$ cat config.mk
export PLATFORM = sky130hd
export DESIGN_NAME = fetch_decode
export DESIGN_NICKNAME = d
export VERILOG_FILES = /design/src/rtl/cpu_pkg.sv /design/src/rtl/ir_decoder.sv /design/src/rtl/fetch_decode.sv
export SDC_FILE = /design/constraint.sdc
export NUM_CORES = 1
export LEC_CHECK = 0
export CAP_MARGIN = 20
export CORE_ASPECT_RATIO = 0.75
export CORE_MARGIN = 2
export CORE_UTILIZATION = 40
export CTS_CLUSTER_SIZE = 10
export DETAILED_ROUTE_END_ITERATION = 10
export PLACE_DENSITY = 0.83
export SETUP_SLACK_MARGIN = 0.15
export SLEW_MARGIN = 30
export SYNTH_ARGS = -nofsm -noshare
export SYNTH_HDL_FRONTEND = slang
export SYNTH_HIERARCHICAL = 1
export SYNTH_SLANG_ARGS = --single-unit
$ cat constraint.sdc
create_clock -name clk -period 5.15 [get_ports clk]
set_clock_uncertainty 0.2 [all_clocks]
set_input_delay 0.515 -clock clk [delete_from_list [all_inputs] [get_ports clk]]
set_output_delay 0.515 -clock clk [all_outputs]
set_load 0.01 [all_outputs]
$ cat src/rtl/cpu_pkg.sv
// Shared definitions for the 16-bit accumulator CPU: opcodes, skip conditions
// and the fetch/decode sequencer state encoding.
package cpu_pkg;

    localparam logic [3:0] OP_LOAD     = 4'h1;
    localparam logic [3:0] OP_STORE    = 4'h2;
    localparam logic [3:0] OP_ADD      = 4'h3;
    localparam logic [3:0] OP_SUBT     = 4'h4;
    localparam logic [3:0] OP_INPUT    = 4'h5;
    localparam logic [3:0] OP_OUTPUT   = 4'h6;
    localparam logic [3:0] OP_HALT     = 4'h7;
    localparam logic [3:0] OP_SKIPCOND = 4'h8;
    localparam logic [3:0] OP_JUMP     = 4'h9;

    localparam logic [1:0] COND_LT    = 2'b00;
    localparam logic [1:0] COND_EQ    = 2'b01;
    localparam logic [1:0] COND_GT    = 2'b10;
    localparam logic [1:0] COND_NEVER = 2'b11;

    typedef enum logic [2:0] {
        ST_BOOT,
        ST_FETCH,
        ST_DECODE,
        ST_ISSUE,
        ST_EXEC,
        ST_HALT
    } fd_state_t;

endpackage

$ cat src/rtl/ir_decoder.sv
// Combinational split of an instruction word into its opcode, operand
// address and skip-condition fields.
module ir_decoder
    import cpu_pkg::*;
#(
    parameter int DATA_W = 16
) (
    input  logic [DATA_W-1:0] ir,
    output logic [3:0]        opcode,
    output logic [11:0]       operand,
    output logic [1:0]        cond,
    output logic              is_halt
);

    assign opcode  = ir[DATA_W-1 -: 4];
    assign operand = ir[11:0];
    // The condition overlaps the top of the operand field for SKIPCOND.
    assign cond    = ir[11:10];
    assign is_halt = (opcode == OP_HALT);

endmodule

$ cat src/rtl/fetch_decode.sv
// Instruction fetch/decode sequencer: owns the PC, fetches over req/ack,
// issues decoded fields over valid/ready and applies skip/jump redirects.
module fetch_decode
    import cpu_pkg::*;
#(
    parameter int                ADDR_W   = 12,
    parameter int                DATA_W   = 16,
    parameter logic [ADDR_W-1:0] RESET_PC = '0
) (
    input  logic              clk,
    input  logic              rst,
    output logic              mem_req,
    output logic [ADDR_W-1:0] mem_addr,
    input  logic              mem_ack,
    input  logic [DATA_W-1:0] mem_rdata,
    output logic              ex_valid,
    input  logic              ex_ready,
    output logic [3:0]        ex_opcode,
    output logic [11:0]       ex_operand,
    output logic [1:0]        ex_cond,
    input  logic              ex_done,
    input  logic              skip_take,
    input  logic              jump_valid,
    input  logic [ADDR_W-1:0] jump_target,
    output logic [ADDR_W-1:0] pc,
    output logic              halted
);

    fd_state_t         state;
    fd_state_t         next_state;
    logic [DATA_W-1:0] ir;
    logic [3:0]        dec_opcode;
    logic [11:0]       dec_operand;
    logic [1:0]        dec_cond;
    logic              dec_is_halt;

    ir_decoder #(.DATA_W(DATA_W)) u_ir_decoder (
        .ir      (ir),
        .opcode  (dec_opcode),
        .operand (dec_operand),
        .cond    (dec_cond),
        .is_halt (dec_is_halt)
    );

    always_ff @(posedge clk or posedge rst) begin
        if (rst) begin
            state <= ST_BOOT;
        end else begin
            state <= next_state;
        end
    end

    always_comb begin
        next_state = state;
        case (state)
            ST_BOOT:   next_state = ST_FETCH;
            ST_FETCH:  if (mem_ack) next_state = ST_DECODE;
            ST_DECODE: next_state = dec_is_halt ? ST_HALT : ST_ISSUE;
            ST_ISSUE:  if (ex_ready) next_state = ST_EXEC;
            ST_EXEC:   if (ex_done) next_state = ST_FETCH;
            ST_HALT:   next_state = ST_HALT;
            default:   next_state = ST_BOOT;
        endcase
    end

    // Handshake outputs decode straight from the state register.
    assign mem_req  = (state == ST_FETCH);
    assign ex_valid = (state == ST_ISSUE);
    assign halted   = (state == ST_HALT);
    assign mem_addr = pc;

    always_ff @(posedge clk or posedge rst) begin
        if (rst) begin
            pc         <= RESET_PC;
            ir         <= '0;
            ex_opcode  <= '0;
            ex_operand <= '0;
            ex_cond    <= '0;
        end else begin
            case (state)
                ST_FETCH: begin
                    if (mem_ack) begin
                        ir <= mem_rdata;
                        pc <= pc + ADDR_W'(1);
                    end
                end
                ST_DECODE: begin
                    ex_opcode  <= dec_opcode;
                    ex_operand <= dec_operand;
                    ex_cond    <= dec_cond;
                end
                ST_EXEC: begin
                    // Jump outranks skip; pc already points past the instruction.
                    if (ex_done) begin
                        if (jump_valid) begin
                            pc <= jump_target;
                        end else if (skip_take) begin
                            pc <= pc + ADDR_W'(1);
                        end
                    end
                end
                default: ;
            endcase
        end
    end

endmodule
==> results.toml <==
[global_routing]
grt_util_all_layers_pct = 16.0
grt-ovfl-total = 0
grt_pass1_wl_um = 8750
antenna_found_initial = 0
grt_pass1_vias = 1883
grt_start_max_net_pins = 50

[timing]
maxSlewViolCount = 0
final-hold-violation-count = 0
grt_setup_unrepaired = "no"
relSlewSlack_pct = 40.5
setup_viol = 0
setup_tns_ps = 0
finalCriticalPeriod_ps = 2490
fmax_mhz = 402
tightest_slew_ps = 889
min_period_over_period_pct = 48.3

[power_and_ir_drop]
p_comb_share_pct = 45.3
switching_power_mw = 0.691
power_density_nw_per_um2 = 582
swShare_pct = 36.5
pwr-share-clk_pct = 14.6
finalPower_mw = 1.89
p_leak_nw = 1.41
ir_worst_vdd_uv = 240
seq_power_share_pct = 40.1
internal_power_mw = 1.20

[yosys]
synth_warnings = 6
synth_compound_area_share_pct = 11.4
synth_xor_area_share_pct = 0
syn_area_um2 = 2510
yosys.area.top_type = "dfrtp_1"
syn_inst = 251
synth_nets = 287
synth_top_family_by_area = "simple AND/OR/NAND/NOR gates"
ys_ff_latch = 49
async_flop_share_pct = 100
syn_area_per_cell_um2 = 10.0
yosysUniqueCellTypes = 43
yosysTopAreaCellShare_pct = 48.8
ys_seq_area_share_pct = 48.8
synth_adder_area_share_pct = 0.498
synth-main-ff-cell = "dfrtp_1"
synth_mux_area_share_pct = 8.86
yosys-top-cells-area = "dfrtp_1, buf_4, nand2_1, mux2_1, mux2_2"
synth-edff-count = 0
synth_simple_gate_area_share_pct = 18.3

[clocking]
htreeDepth = 2
clkSinkCount = 49
clock_path_buffers = 2
post_cts_buffers = 0
cts_tree = "yes"
cts_root_buffer = "clkbuf_8"
cts-resized-gates = 0
numCtsBuffers = 5
insertion_delay_ps = 300
hold_buffers = 0
clk_pin_slew_ps = 90

[critical_path]
cp-start-kind = "flip-flop"
reg2reg_from = "state[0]$_DFFE_PP0P_"
rr_worst_depth = 3
crit_family = "flip-flops"
critPathRequiredTime_ps = 4430
cp.arrival_ps = 1770
slowest_stage = "dfrtp_1"
path_depth = 2
crit_path_max_incr_delay_ps = 670
critPathKind = "reg2out"
worstPathMaxFanout = 15
crit_buf_inv = 1
cp_cell_sequence = "nor3b_1, clkdlybuf4s50_1"
cp-end-kind = "output pin"
rrSetupSlack_ps = 2870
r2r_end = "mem_addr[3]$_DFFE_PP0P_"

[route]
via_count = 1920
drt_iter0_drc = 131
vias_per_cell = 5.12
wire_per_inst_um = 14.3
wirelength_um = 5370
first_pass_iters = 4
drc = 0
ant_nets = 0

[placement]
port_buffers = 79
gp_congestion = 0.820
placed_cells = 367
place_hpwl_um = 3830

[hold_path]
hp-class = "reg2reg"
holdPathStages = 2
min_to = "ir[4]$_DFFE_PP0P_"
hp-start = "ir[4]$_DFFE_PP0P_"

[layout]
drive_gt1_share_pct = 8.42
diodes = 0
stdcell_count = 375
final_core_util_pct = 54.6
finish.net_count = 332
syn2layout_area_growth_pct = 29.2

[floorplanning]
initial_core_util_pct = 42.3
core_um2 = 5950
rows = 24
fp.dieW_um = 95.5
dieArea_um2 = 6940
io_pins = 80
die_y_um = 72.7

[flow_run]
maxCapViolCount = 0

[outcome]
outcome = "complete, no violations"
==> cells by family (layout without fill, tap and decap cells) <==
family | after synthesis | count (layout)
AO/OA/AOI/OAI | 44 | 44
adder cells (fa/ha/maj) | 1 | 1
buffers and inverters | 47 | 93
flip-flops | 49 | 49
multiplexers | 20 | 20
AND/OR/NAND/NOR | 90 | 90
==> sequential cells by signal, indices dropped and copies added (netlist names) <==
name / flops
ex_operand: 12
state: 3
ex_cond: 2
ir: 16
mem_addr: 12
ex_opcode: 4
==> synthesized netlist by cell type, types with 3 or more instances <==
master   number
o21ai_1       3
dfrtp_1      49
a21oi_1      15
buf_4        32
o22ai_1       5
mux2_1        9
nor2_1        3
mux2_2        9
inv_1         5
nor3b_1       3
nand2_1      59
o21ai_0       6
buf_2         7
nand3_1       5
==> layout by cell type, fill, tap and decap left out, types with 2 or more instances in the layout <==
cell type / Yosys / routed
a21oi_1: 15 / 15
o31ai_1: 2 / 2
nand2b_1: 2 / 2
clkdlybuf4s50_1: 0 / 79
mux2_1: 9 / 9
mux2i_1: 2 / 2
o2bb2ai_1: 2 / 2
nor4_1: 2 / 2
nand4_1: 2 / 2
o22ai_1: 5 / 5
and3b_1: 2 / 2
dfrtp_1: 49 / 49
nand3_1: 5 / 5
nor2_1: 3 / 3
nand2_1: 59 / 59
mux2_2: 9 / 9
o21ai_1: 3 / 3
inv_1: 5 / 4
a22oi_1: 2 / 2
clkbuf_8: 0 / 5
nor3b_1: 3 / 2
a2bb2oi_1: 2 / 2
or3_1: 2 / 2
o21ai_0: 6 / 6
==> layout make-up <==
type,instances,area (um2)
timing repair buffer,80,798
sequential,49,1230
tap,78,97.6
clock buffer,6,72.6
fill,526,2700
inverter,5,21.3
clock inverter,2,38.8
multi-input combinational,155,992
==> metal layers <==
layer	up-vias	global-route usage, %	wire (um)
met2	50	25.8	2490
li1	926	-	-
met1	940	22.2	2570
met5	-	0	0
met3	4	3.51	282
met4	0	3.81	27
==> power groups by stage <==
stage	combinational (mW)	clock (mW)	sequential (mW)
finish	0.857	0.277	0.758
global route	0.940	0.300	0.784
CTS	0.867	0.282	0.754
detailed placement	0.863	0	0.762
global placement	0.834	0	0.750
floorplan	0.572	0	0.748
==> metrics by stage <==
step	setup slack (ps)	instance area (um2)	hold WS, ps
after floorplan	3260	2510	247
after global placement	2400	3130	255
after detailed placement	2320	3130	263
after CTS	2590	3240	286
after global routing	2550	3250	314
final	2660	3250	282
==> worst min-delay path: cells and delay by family (launching register included) <==
family        cells  cell delay [ps]
simple gates      2              100
flops             1              350
==> how the worst max path moves through the flow <==
stage                               startpoint                      end  slack (ps)
after floorplan                            rst   ex_cond[0]$_DFFE_PP0N_        3260
after global placement                 mem_ack  mem_addr[3]$_DFFE_PP0P_        2400
after detailed placement               mem_ack  mem_addr[8]$_DFFE_PP0P_        2320
after CTS                 state[0]$_DFFE_PP0P_  mem_addr[3]$_DFFE_PP0P_        2590
after global routing      state[0]$_DFFE_PP0P_  mem_addr[3]$_DFFE_PP0P_        2550
final                     state[0]$_DFFE_PP0P_                  mem_req        2660
No activity file was read; power rests on OpenSTA's default activity.
==> RTL change 1, RTL diff (config.mk and constraints unchanged) <==
Add an input register stage for `jump_target`; this delays it by one clock. The other inputs are not delayed to match.
--- a/src/rtl/fetch_decode.sv
+++ b/src/rtl/fetch_decode.sv
@@ -25,6 +25,12 @@
     output logic [ADDR_W-1:0] pc,
     output logic              halted
 );
+
+    logic [ADDR_W-1:0] jump_target_q;
+
+    always_ff @(posedge clk) begin
+        jump_target_q <= jump_target;
+    end
 
     fd_state_t         state;
     fd_state_t         next_state;
@@ -93,7 +99,7 @@
                     // Jump outranks skip; pc already points past the instruction.
                     if (ex_done) begin
                         if (jump_valid) begin
-                            pc <= jump_target;
+                            pc <= jump_target_q;
                         end else if (skip_take) begin
                             pc <= pc + ADDR_W'(1);
                         end
Formal check against the unedited RTL: not equivalent (a bounded check fails within 10 cycles, from zero or initial values and one cycle with rst high).
==> RTL change 1 against the original RTL <==
  * Power rose by 9.3%
  * Synthesized area up 9.5%
  * Clock power increased by 25%
  * Largest power group is now registers
  * Sequential cell count up 12
  * Highest routed layer unchanged
  * First-iteration DRC count decreased by 39%
  * Via count up 0.16%
  * Worst setup slack got worse by 210 ps
  * Wire length increased by 3.1%
  * Cell area rose by 8.7%
  * Fmax decreased by 7.9%
  * Global-route usage down 0.59 points
==> RTL change 1: results (changes against the original RTL) <==
Synth
The proportion of register bits with asynchronous set or reset after synthesis is 80.3% (-20 points). The fraction of synthesized cell area in xor and xnor cells is 0% (unchanged). The number of nets in the synthesized netlist is 270 (-5.9%). By count the netlist is led by 49 x dfrtp_1, 34 x mux2_2, 32 x buf_4.

The post-synthesis compound-gate area fraction is 9.82% (-1.6 points). The count of synthesis-stage warnings from yosys is 6 (unchanged). The multiplexer fraction of the synthesized cell area came to 15.2% (+6.3 points).

The adder-cell area share of the yosys netlist is 0.455% (-0.043 points). The post-synthesis cell type count is 41 (-4.7%). Ranked by total cell area, the synthesized netlist is headed by dfrtp_1 45%, mux2_2 14%, dfxtp_1 8.7%, buf_4 8.7%, a2bb2oi_1 2.9%. The share of the yosys chip area belonging to registers came to 53.3% (+4.5 points).

Detailed routing
The wire length after detailed routing is 5.54 mm (+3.1%). The detailed-routing iteration count for the pre-antenna-repair pass was 4 (unchanged). The via count is 1,923 (+0.16%). The iteration-0 DRC count of the detailed router is 80 (-39%).

Power and ir drop
The static power due to leakage came to 1.42 nW (+0.61%). The internal power contribution is 1.38 mW (+15%). The maximum VDD drop is 0.268 mV (+12%).

Placement
The final weighted congestion of routability-driven global placement is 0.876 (+6.7%). The placement-stage cell area is 3370 um2 (+7.7%). The count of input and output buffers is 79 (unchanged). The total half-perimeter wirelength after legalization and detailed placement is 3.94 mm (+2.9%).

Clock network
The post-CTS resize count came to 0 (unchanged). The number of buffers created by CTS is 9 (+4). The number of H-tree levels is 3 (+1).

The maximum count of clock buffers along a single path is 2 (unchanged). The setup fix buffers added after clock tree synthesis came to 0 (unchanged). The clock latency on the worst-skew pair was 330 ps (+30 ps). The tree is rooted in a clkbuf_8. The clock-pin slew on the worst setup and hold paths is 60 ps (-30 ps).

Critical path
The maximum fanout encountered on the critical timing path came to 27 (+12). The critical path data arrival time is 1990 ps (+220 ps).

Global routing
The first-pass GRT wire length is 8.98 mm (+2.6%). The pin count of the biggest net entering global routing is 50 (unchanged). The number of antenna violations at the first check in global routing is 0 (unchanged).

The global-route total usage across every layer came to 15.4% (-0.59 points).

Final layout
The flip-flop count of the largest register, all copies and words added is 16 (unchanged). The fraction of final layout cells sized beyond drive strength 1 was 19.2% (+11 points). The register with the most flip-flops is ir. The final net count is 318 (-4.2%). The number of antenna repair diodes is 0 (unchanged).

Timing
The transition time at the pin with the least slew margin was 862 ps (-27.5 ps).

Min path
The path category of the worst min-delay check is reg -> reg.

Run status
The run finished with clean final reports.
RTL change 1: cell types whose count changed after synthesis, sizes merged, moves of 4 or more:
cell     before  now
a211oi        0    4
a21oi        16    1
a2bb2oi       2    9
and3          1    5
clkbuf        2    6
dfxtp         0   12
mux2         18   35
nand2        59   11
nor2          3    9
nor3          1    5
RTL change 1: power groups by stage:
stage                     Clock [mW]  Combinational (mW)  Sequential [mW]
after CTS                      0.357               0.868            0.864
after global routing           0.381               0.926            0.899
after global placement             0               0.843            0.857
final                          0.346               0.859            0.863
after floorplan                    0               0.585            0.851
after detailed placement           0               0.864            0.871
RTL change 1: final cells by class:
class	instances	area [um2]
Fill cell	575	3200
Sequential cell	61	1470
Multi-Input combinational cell	126	981
Timing Repair Buffer	81	806
Clock buffer	11	131
Tap cell	84	105
Clock inverter	5	27.5
Inverter	3	13.8
RTL change 1: stage by stage:
step                setup slack (ps)  std cells
floorplan                       3260        234
global placement                2580        355
detailed placement              2560        355
CTS                             2430        371
global route                    2350        371
finish                          2450        371
RTL change 1: path summary, 6_finish.rpt:
kind,start,end,slack (ps),depth (start not counted)
setup / recovery,state[1],mem_req,2450,3
hold / removal,ir[9],ir[9],300,1
setup reg to reg,state[1],mem_addr[7],2650,3
hold reg to reg,ir[9],ir[9],300,1
max in group asynchronous,rst,mem_addr[10],3920,2
min in group asynchronous,rst,ex_operand[11],410,2
RTL change 1: metal layers:
metal  vias up  GRT usage, %  wire length, um
met5         -             0                0
met4         0          6.85               48
met3         7          4.68              277
met2        62          24.2             2720
met1       953          20.0             2490
li1        901             -                -
RTL change 1: cell families after synthesis:
logic type               count (synthesis)
AO/OA/AOI/OAI                           38
adder cells (fa/ha/maj)                  1
buffers and inverters                   47
flip-flops                              61
multiplexers                            37
AND/OR/NAND/NOR                         50
RTL change 1: worst max-delay path, cell delays in order (launching register included):
cell and delay (ps):
dfrtp_1 660, nand2b_1 320, nor2_1 120, clkdlybuf4s50_1 560
==> RTL change 2, RTL diff (config.mk and constraints unchanged) <==
Without the edit above. `DATA_W` is set to 16 in 2 places; all go to 24.
--- a/src/rtl/ir_decoder.sv
+++ b/src/rtl/ir_decoder.sv
@@ -3,7 +3,7 @@
 module ir_decoder
     import cpu_pkg::*;
 #(
-    parameter int DATA_W = 16
+    parameter int DATA_W = 24
 ) (
     input  logic [DATA_W-1:0] ir,
     output logic [3:0]        opcode,
--- a/src/rtl/fetch_decode.sv
+++ b/src/rtl/fetch_decode.sv
@@ -4,7 +4,7 @@
     import cpu_pkg::*;
 #(
     parameter int                ADDR_W   = 12,
-    parameter int                DATA_W   = 16,
+    parameter int                DATA_W   = 24,
     parameter logic [ADDR_W-1:0] RESET_PC = '0
 ) (
     input  logic              clk,
Interface: changed (resized mem_rdata); port bits go from 80 to 88. The function was not compared with the original's and may differ.
==> RTL change 2 against the original RTL <==
  * Worst setup slack lost 170 ps
  * Sequential cell count is the same
  * Critical path depth grew 1
  * Synthesized area grew 0.25%
  * Cell area shrank 0.23%
  * Cell count shrank 6.9%
  * Power grew 2.6%
  * Wire length is essentially flat
  * Fmax shrank 6.2%
  * Critical path type unchanged
  * Largest cell class unchanged
  * Highest routed layer unchanged
==> RTL change 2: results (changes against the original RTL) <==
Power and ir drop
The maximum VDD drop is 0.233 mV (-3.2%). The static power due to leakage is 1.31 nW (-7.7%).

Final layout
The fraction of final layout cells sized beyond drive strength 1 is 18.3% (+9.9 points). The final net count is 311 (-6.3%). The number of filler instances in the final layout is 550 (+4.6%).

The number of antenna repair diodes is 0 (unchanged).

Critical path
The maximum fanout encountered on the critical timing path was 25 (+10). The capture point of the worst reg-to-reg path is mem_addr[5]. The critical path data arrival time is 1940 ps (+170 ps). The setup slack on the worst flop-to-flop path is 2610 ps (-260 ps). The slowest stage of the critical path is the dfrtp_1 cell. The beginning of the worst register-to-register path is state[1]. The launching element type of the critical path is a flip-flop. The longest individual stage delay on the worst path was 650 ps (-20 ps).

Placement
The final weighted congestion of routability-driven global placement is 0.848 (+3.3%). The total half-perimeter wirelength after legalization and detailed placement is 3.82 mm (-0.18%).

Synth
The number of nets in the synthesized netlist came to 268 (-6.6%). The count of synthesis-stage warnings from yosys came to 6 (unchanged).

Clock network
The root buffer cell chosen for the clock tree is clkbuf_8. The number of H-tree levels is 2 (unchanged). The maximum count of clock buffers along a single path is 2 (unchanged).

Run status
The flow ran to the end, and the final reports show no timing, DRC or antenna violations.

Global routing
The number of global-route vias before repair is 1,797 (-4.6%). The global-route total usage across every layer came to 16.5% (+0.55 points). The first-pass GRT wire length was 9.00 mm (+2.8%).

Min path
The path category of the worst min-delay check is reg -> reg. The instance count along the most critical hold path is 1 (-1).

Detailed routing
The wire length per cell was 15.4 um (+7.4%). The iteration-0 DRC count of the detailed router is 109 (-17%). The detailed-route vias per instance is 5.26 (+2.7%).

Timing
The worst slew margin relative to its limit is 40.3% (-0.12 points).
==> RTL change 2: per-stage QoR <==
stage	hold slack (ps)	worst slack, ps	cell area, um2	cells
global route	335	2340	3240	349
detailed placement	291	2310	3130	341
global placement	280	2310	3130	341
floorplan	282	3260	2520	224
CTS	313	2490	3240	349
finish	306	2500	3240	349
==> RTL change 2: cell type report <==
class,count,share of cell area (%)
clock buffer,6,2.24
clock inverter,2,1.20
timing repair buffer,81,24.9
inverter,4,0.541
sequential,49,37.9
multi-input combinational,126,30.2
tap,81,3.13
==> RTL change 2: worst max-delay path by stage <==
stage                              to  slack, ps  depth (start not counted)
final                          halted       2500                          3
after CTS                      halted       2490                          3
after detailed placement  mem_addr[1]       2310                          5
after global routing      mem_addr[5]       2340                          3
after floorplan            ex_cond[0]       3260                          1
after global placement    mem_addr[1]       2310                          5
==> RTL change 2: power by group <==
group / switching, mW / internal, mW / leakage [nW] / total (mW)
Sequential: 0.189 / 0.578 / 0.591 / 0.767
Combinational: 0.343 / 0.558 / 0.659 / 0.900
Clock: 0.127 / 0.146 / 0.0554 / 0.273
Total: 0.659 / 1.28 / 1.31 / 1.94
==> RTL change 2: per-layer routing <==
metal / track usage [%] / share of wire [%]
met5: 0 / 0
met4: 4.60 / 0.50
met3: 3.41 / 5.0
met2: 25.5 / 49
met1: 23.8 / 46
